$ cat config.mk
export PLATFORM = sky130hd
export DESIGN_NAME = wb_commit_buffer
export DESIGN_NICKNAME = d
export VERILOG_FILES = /design/src/rtl/wb_commit_buffer_pkg.sv /design/src/rtl/wb_commit_buffer_load_align_ext.sv /design/src/rtl/wb_commit_buffer.sv
export SDC_FILE = /design/constraint.sdc
export NUM_CORES = 1
export LEC_CHECK = 0
export BUFFER_PORTS_ARGS = -buffer_cell sky130_fd_sc_hd__clkbuf_2
export CAP_MARGIN = 30
export CORE_UTILIZATION = 47
export CTS_CLUSTER_DIAMETER = 100
export CTS_CLUSTER_SIZE = 16
export DETAILED_ROUTE_END_ITERATION = 16
export GPL_ROUTABILITY_DRIVEN = 1
export PLACE_DENSITY = 0.73
export SYNTH_ARGS = -nofsm -noshare
export SYNTH_HDL_FRONTEND = slang
export SYNTH_SLANG_ARGS = --single-unit
$ cat constraint.sdc
create_clock -name clk -period 7.45 [get_ports clk]
set_input_delay 2.235 -clock clk [delete_from_list [all_inputs] [get_ports clk]]
set_output_delay 2.235 -clock clk [all_outputs]
set_load 0.01 [all_outputs]
$ cat src/rtl/wb_commit_buffer_pkg.sv
// Shared definitions for the writeback commit buffer and the load aligner.
package wb_commit_buffer_pkg;

  // Load size encodings, as carried on in_ld_size.
  typedef enum logic [1:0] {
    LD_B   = 2'b00,
    LD_H   = 2'b01,
    LD_W   = 2'b10,
    LD_RSV = 2'b11
  } ld_size_e;

  // Entry field widths. Default address and PC widths are also the
  // default parameter values of the buffer.
  localparam int DATA_W      = 32;
  localparam int DEF_RF_AW   = 5;
  localparam int DEF_PC_W    = 32;

  // Golden-trace port widths are fixed regardless of parameters.
  localparam int TRACE_WEN_W  = 4;
  localparam int TRACE_PC_W   = 32;
  localparam int TRACE_RNUM_W = 5;

  // Sign- or zero-extend a byte to a full data word.
  function automatic logic [DATA_W-1:0] ext_byte(input logic [7:0] b,
                                                 input logic       uns);
    return {{(DATA_W-8){~uns & b[7]}}, b};
  endfunction

  // Sign- or zero-extend a halfword to a full data word.
  function automatic logic [DATA_W-1:0] ext_half(input logic [15:0] h,
                                                 input logic        uns);
    return {{(DATA_W-16){~uns & h[15]}}, h};
  endfunction

endpackage

$ cat src/rtl/wb_commit_buffer_load_align_ext.sv
// Load lane selection and sign/zero extension. Purely combinational so the
// MEM stage can reuse it. Misaligned halves/words and the reserved size
// produce zero rather than a partially shifted value.
module load_align_ext
  import wb_commit_buffer_pkg::*;
(
  input  logic [DATA_W-1:0] i_rdata,
  input  logic [1:0]        i_size,
  input  logic              i_unsigned,
  input  logic [1:0]        i_addr_lo,
  output logic [DATA_W-1:0] o_result
);

  logic [7:0]  w_byte;
  logic [15:0] w_half;

  // Pick the byte lane addressed by the low address bits.
  always_comb begin
    w_byte = i_rdata[7:0];
    case (i_addr_lo)
      2'd0:    w_byte = i_rdata[7:0];
      2'd1:    w_byte = i_rdata[15:8];
      2'd2:    w_byte = i_rdata[23:16];
      default: w_byte = i_rdata[31:24];
    endcase
  end

  // Pick the halfword lane; bit 0 is checked for alignment separately.
  always_comb begin
    w_half = i_addr_lo[1] ? i_rdata[31:16] : i_rdata[15:0];
  end

  // Apply the size, alignment rule and extension.
  always_comb begin
    o_result = '0;
    case (ld_size_e'(i_size))
      LD_B: o_result = ext_byte(w_byte, i_unsigned);
      LD_H: begin
        if (!i_addr_lo[0]) o_result = ext_half(w_half, i_unsigned);
      end
      LD_W: begin
        if (i_addr_lo == 2'b00) o_result = i_rdata;
      end
      default: o_result = '0;
    endcase
  end

endmodule

$ cat src/rtl/wb_commit_buffer.sv
// Writeback commit buffer: an in-order FIFO between MEM and the shared
// regfile write port. Results are aligned/extended on enqueue, retire in
// order when the write port grants (or immediately for non-writing
// entries), and every buffered entry feeds operand forwarding.
//
// Handshakes (valid/ready):
//   MEM -> WB : a transfer happens on a cycle where in_valid & in_allow.
//               in_allow may depend combinationally on rf_wready, so a
//               full buffer still accepts when its head retires that cycle.
//   WB -> RF  : a write happens on a cycle where rf_we & rf_wready. Entries
//               with no regfile write retire without waiting for rf_wready.
module wb_commit_buffer
  import wb_commit_buffer_pkg::*;
#(
  parameter int DEPTH = 2,
  parameter int RF_AW = DEF_RF_AW,
  parameter int PC_W  = DEF_PC_W
) (
  input  logic                    clk,
  input  logic                    resetn,
  // MEM-side enqueue
  input  logic                    in_valid,
  output logic                    in_allow,
  input  logic [PC_W-1:0]         in_pc,
  input  logic                    in_rf_we,
  input  logic [RF_AW-1:0]        in_rd,
  input  logic                    in_is_load,
  input  logic [1:0]              in_ld_size,
  input  logic                    in_ld_unsigned,
  input  logic [1:0]              in_addr_lo,
  input  logic [DATA_W-1:0]       in_ram_rdata,
  input  logic [DATA_W-1:0]       in_alu_result,
  // Regfile write port
  output logic                    rf_we,
  output logic [RF_AW-1:0]        rf_waddr,
  output logic [DATA_W-1:0]       rf_wdata,
  input  logic                    rf_wready,
  // Operand forwarding
  input  logic [RF_AW-1:0]        byp_raddr1,
  input  logic [RF_AW-1:0]        byp_raddr2,
  output logic                    byp_hit1,
  output logic                    byp_hit2,
  output logic [DATA_W-1:0]       byp_data1,
  output logic [DATA_W-1:0]       byp_data2,
  // Golden trace
  output logic [TRACE_PC_W-1:0]   debug_wb_pc,
  output logic [TRACE_WEN_W-1:0]  debug_wb_rf_wen,
  output logic [TRACE_RNUM_W-1:0] debug_wb_rf_wnum,
  output logic [DATA_W-1:0]       debug_wb_rf_wdata
);

  localparam int PTR_W = (DEPTH > 1) ? $clog2(DEPTH) : 1;
  localparam int CNT_W = $clog2(DEPTH + 1);
  localparam logic [PTR_W-1:0] LAST_PTR = PTR_W'(DEPTH - 1);
  localparam logic [CNT_W-1:0] FULL_CNT = CNT_W'(DEPTH);

  // Entry storage; r_vld marks occupied slots.
  logic [PC_W-1:0]   r_pc   [DEPTH];
  logic              r_we   [DEPTH];
  logic [RF_AW-1:0]  r_rd   [DEPTH];
  logic [DATA_W-1:0] r_data [DEPTH];
  logic [DEPTH-1:0]  r_vld;

  logic [PTR_W-1:0]  r_head;
  logic [PTR_W-1:0]  r_tail;
  logic [CNT_W-1:0]  r_count;

  logic [DATA_W-1:0] w_ld_result;
  logic [DATA_W-1:0] w_enq_data;
  logic              w_enq_we;
  logic              w_head_vld;
  logic              w_head_we;
  logic              w_full;
  logic              w_retire;
  logic              w_push;

  function automatic logic [PTR_W-1:0] ptr_next(input logic [PTR_W-1:0] p);
    return (p == LAST_PTR) ? '0 : p + 1'b1;
  endfunction

  // Youngest-wins forwarding: walk from head (oldest) to tail so later
  // matches overwrite earlier ones. Valid entries are contiguous from head.
  function automatic logic [DATA_W:0] byp_lookup(input logic [RF_AW-1:0] raddr);
    logic [PTR_W-1:0] idx;
    logic [DATA_W:0]  res;
    res = '0;
    for (int k = 0; k < DEPTH; k++) begin
      idx = r_head + PTR_W'(k);
      if ((raddr != '0) && r_vld[idx] && r_we[idx] && (r_rd[idx] == raddr))
        res = {1'b1, r_data[idx]};
    end
    return res;
  endfunction

  load_align_ext u_align (
    .i_rdata    (in_ram_rdata),
    .i_size     (in_ld_size),
    .i_unsigned (in_ld_unsigned),
    .i_addr_lo  (in_addr_lo),
    .o_result   (w_ld_result)
  );

  assign w_enq_data = in_is_load ? w_ld_result : in_alu_result;
  // Writes to r0 are dropped here so nothing downstream has to special-case it.
  assign w_enq_we   = in_rf_we & (in_rd != '0);

  assign w_head_vld = r_vld[r_head];
  assign w_head_we  = r_we[r_head];
  assign w_full     = (r_count == FULL_CNT);

  // Nothing retires or writes while reset is held, so a reset mid-stream
  // never leaks a discarded entry onto the write port or the trace.
  assign w_retire = resetn & w_head_vld & (w_head_we ? rf_wready : 1'b1);
  assign in_allow = ~w_full | w_retire;
  assign w_push   = resetn & in_valid & in_allow;

  // Pointer, occupancy and valid-bit bookkeeping.
  always_ff @(posedge clk) begin
    if (!resetn) begin
      r_head  <= '0;
      r_tail  <= '0;
      r_count <= '0;
      r_vld   <= '0;
    end else begin
      // Clear before set: with head==tail on a full push+pop the slot stays valid.
      if (w_retire) begin
        r_vld[r_head] <= 1'b0;
        r_head        <= ptr_next(r_head);
      end
      if (w_push) begin
        r_vld[r_tail] <= 1'b1;
        r_tail        <= ptr_next(r_tail);
      end
      case ({w_push, w_retire})
        2'b10:   r_count <= r_count + 1'b1;
        2'b01:   r_count <= r_count - 1'b1;
        default: r_count <= r_count;
      endcase
    end
  end

  // Entry payload capture at the tail; payload needs no reset because
  // every use is qualified by r_vld.
  always_ff @(posedge clk) begin
    if (w_push) begin
      r_pc[r_tail]   <= in_pc;
      r_we[r_tail]   <= w_enq_we;
      r_rd[r_tail]   <= in_rd;
      r_data[r_tail] <= w_enq_data;
    end
  end

  // Regfile write port always presents the head entry, zero when empty.
  always_comb begin
    rf_we    = resetn & w_head_vld & w_head_we;
    rf_waddr = '0;
    rf_wdata = '0;
    if (w_head_vld) begin
      rf_waddr = r_rd[r_head];
      rf_wdata = r_data[r_head];
    end
  end

  // Forwarding for both ID read ports.
  always_comb begin
    {byp_hit1, byp_data1} = byp_lookup(byp_raddr1);
    {byp_hit2, byp_data2} = byp_lookup(byp_raddr2);
  end

  // Golden trace, driven only in a retire cycle.
  always_comb begin
    debug_wb_pc       = '0;
    debug_wb_rf_wen   = '0;
    debug_wb_rf_wnum  = '0;
    debug_wb_rf_wdata = '0;
    if (w_retire) begin
      debug_wb_pc       = TRACE_PC_W'(r_pc[r_head]);
      debug_wb_rf_wen   = {TRACE_WEN_W{w_head_we}};
      debug_wb_rf_wnum  = TRACE_RNUM_W'(r_rd[r_head]);
      debug_wb_rf_wdata = r_data[r_head];
    end
  end

endmodule

==> metrics.yaml <==
synthesis:
  synth.top_cell.area_share_pct: 52.9
  synth_compound_area_share_pct: 18.8
  synth.distinct_cells: 49
  yosys.area_share.adder_pct: 0.157
  syn_inst: 675
  yosys.area.top_type: "edfxtp_1"
  synth.area.mux_share_pct: 9.27
  yosys_warnings: 0
  synthXorXnorAreaFrac_pct: 2.65
  syn_nets: 798
  yosysSeqAreaShare_pct: 54.7
  synth_edf_count: 140
  syn_area_um2: 7950
  synth_seq_cells: 147
  synth_area_leaders: "edfxtp_1 53%, a22o_1 8.8%, mux2i_1 6.4%"
  syn_avg_cell_area_um2: 11.8
  synthArstFlopShare_pct: 0
  synth_top_family_by_area: "compound AO/OA/AOI/OAI gates"
  synth_simple_gate_area_share_pct: 10.5
  synthFlopType: "edfxtp_1"
clocking:
  tritoncts: "built"
  path_clk_slew_ns: 0.06
  insertion_delay_ns: 0.41
  clockRootBuffer: "clkbuf_16"
  cts_buffer_depth: 2
  numClockSinks: 147
  cts_hold_buf: 0
  post_cts_buffers: 0
  cts_resized: 0
  tritoncts.num_buffers: 17
  h-tree-depth: 4
setup_path:
  worstSetupStartpoint: "byp_raddr1[1]"
  worst_setup_path_start_kind: "input port"
  end_kind: "primary output"
  cp.arrival_ns: 4.36
  cp_max_fo: 17
  worstSetupPathType: "in2out"
  critPathRequiredTime_ns: 5.22
  r2r_slack_ns: 3.55
  ff2ff_path_depth: 7
  crit_end: "byp_data1[29]"
  r2r-end: "r_pc[0][24]$_DFFE_PP_"
sta:
  maxSlewViolCount: 0
  fin_crit_sh_pct: 88.6
  finalHoldViolations: 0
  worst_slew_pin_slew_ns: 0.918
  period_needed_ns: 6.60
  slew-limit-headroom_pct: 38.7
  finalSetupViolCount: 0
  fin_skew_ns: 0.00751
  finalSetupTns_ns: 0
  rsz0062_at_grt: "false"
  max_freq_mhz: 152
routing:
  dr.pass1.iters: 5
  dr_total_vias: 6803
  routedWlPerCell_um: 20.1
  antenna_left: 0
  drc: 0
  drt-initial-drc-count: 463
  vias_per_cell: 5.78
  drt_wl_total_um: 23700
floorplanning:
  die_w_um: 132
  ios: 300
  dieArea_um2: 17400
  die_h_um: 132
  core_area_um2: 16500
  num_rows: 47
  initial_core_util_pct: 48.1
pwr:
  irDropWorstVdd_mv: 0.152
  power_leakage_nw: 4.08
  cellPowerDensity_nw_per_um2: 201
min_path:
  hold_class: "reg2reg"
global_routing:
  antenna_found_initial: 0
  grt_max_degree: 72
  grt_pass1_wl_um: 35700
  grt_pass1_vias: 6654
  grt.overflow.total: 0
  grt_util_all_layers_pct: 27.1
finish:
  layout_common_cells: "299 x clkbuf_2, 140 x edfxtp_1, 80 x a22o_1"
  regArea_um2: 4350
  multi_input_area_um2: 3330
  antenna_cells: 0
  final_common_cell: "clkbuf_2"
  final_layout_size_suffix_gt1_share_pct: 37.6
  final_cell_area_um2: 10100
  nNetsFinal: 1069
  fillers: 1387
  area_growth_pct: 27.7
job:
  max_cap_violations: 0
placed_design:
  dp_hpwl_um: 16900
  io_buffers: 299
  gp_congestion: 0.930
  post_dp_cell_area_um2: 9560
status:
  status: "finished, final reports clean"
-- worst min path at each step --
stage                     slack, ns                 endpoint                     from  depth (start not counted)
after floorplan                0.46  r_count[1]$_SDFFE_PN0P_  r_count[1]$_SDFFE_PN0P_                          2
after global placement         0.48  r_count[1]$_SDFFE_PN0P_  r_count[1]$_SDFFE_PN0P_                          2
after detailed placement       0.49  r_count[1]$_SDFFE_PN0P_  r_count[1]$_SDFFE_PN0P_                          2
after CTS                      0.50  r_count[1]$_SDFFE_PN0P_  r_count[1]$_SDFFE_PN0P_                          2
after global routing           0.53  r_count[1]$_SDFFE_PN0P_  r_count[1]$_SDFFE_PN0P_                          2
final                          0.50  r_count[1]$_SDFFE_PN0P_  r_count[1]$_SDFFE_PN0P_                          2
-- sequential cells by signal (all words and copies together) (netlist names), named ones only --
register	count
r_count	2
r_data	64
r_head	1
r_pc	64
r_rd	10
r_tail	1
r_vld	2
r_we	2
-- area by class of cell --
cell class / count / area share (%)
multi-input combinational: 466 / 32.9
tap: 220 / 2.71
timing repair buffer: 310 / 15.9
inverter: 4 / 0.148
clock buffer: 18 / 4.23
clock inverter: 11 / 1.31
sequential: 147 / 42.9
-- routing by layer --
layer  GRT usage, %  share of wire [%]  up-vias
li1               -                  -     3134
met1           33.5                 40     3278
met2           45.0                 49      338
met3           4.19                6.5       53
met4           16.3                4.4        0
met5              0                  0        -
-- critical path, cell delays in order --
cell,delay [ns]
clkbuf_2,0.11
or4_1,0.51
nor2_1,0.17
or4_4,0.19
mux2i_4,0.60
buf_12,0.24
a22o_1,0.15
clkbuf_2,0.13
-- through the flow --
step / utilization [%] / setup WS, ns / instances / total power (W) / hold WS [ns]
3_3_place_gp: 57.8 / 0.934 / 1146 / 0.00123 / 0.480
3_5_place_dp: 57.8 / 0.869 / 1146 / 0.00124 / 0.493
6_report: 61.4 / 0.852 / 1176 / 0.00204 / 0.502
4_1_cts: 61.2 / 0.865 / 1175 / 0.00205 / 0.501
2_1_floorplan: - / 1.16 / 675 / 0.00113 / 0.464
5_1_grt: 61.4 / 0.730 / 1176 / 0.00211 / 0.532
-- cell usage after synthesis, types with 2 or more instances --
master    instances
buf_6             7
buf_2             4
xor2_1           19
mux2i_2           2
inv_1             3
and2_1            2
nor3_1            3
mux2i_1          51
buf_4             6
nor4bb_1          2
nor2_1           71
xnor2_1           5
o21ai_0          14
a211o_1           2
dfxtp_1           7
nand4_1           4
nand2b_1         25
clkbuf_1         34
o21a_1            3
a22oi_1           9
nand4b_1          2
o22a_1            7
a22o_1           80
or3_1             2
or4_4             2
a221o_1          16
or4_1             3
mux2_4            2
edfxtp_1        140
nor2b_1          12
a21oi_1          68
mux4_2            7
nand2_1          38
buf_1             7
a211oi_1          2
-- report_power, final --
group	leakage [nW]	internal [W]	total [W]	switching, W
clock network	0.257	0.000490	0.000816	0.000326
registers	1.35	0.000950	0.000976	0.0000263
logic	2.47	0.000101	0.000248	0.000147
total	4.08	0.00154	0.00204	0.000499
-- kinds of logic (layout without fill, tap and decap cells) --
logic type	Yosys count	in the layout
xor+xnor	24	24
flops	147	147
compound gates	206	206
fa+ha+maj	1	1
mux	63	63
simple gates	172	172
buf+inv	62	343
No activity file was read; power rests on OpenSTA's default activity.
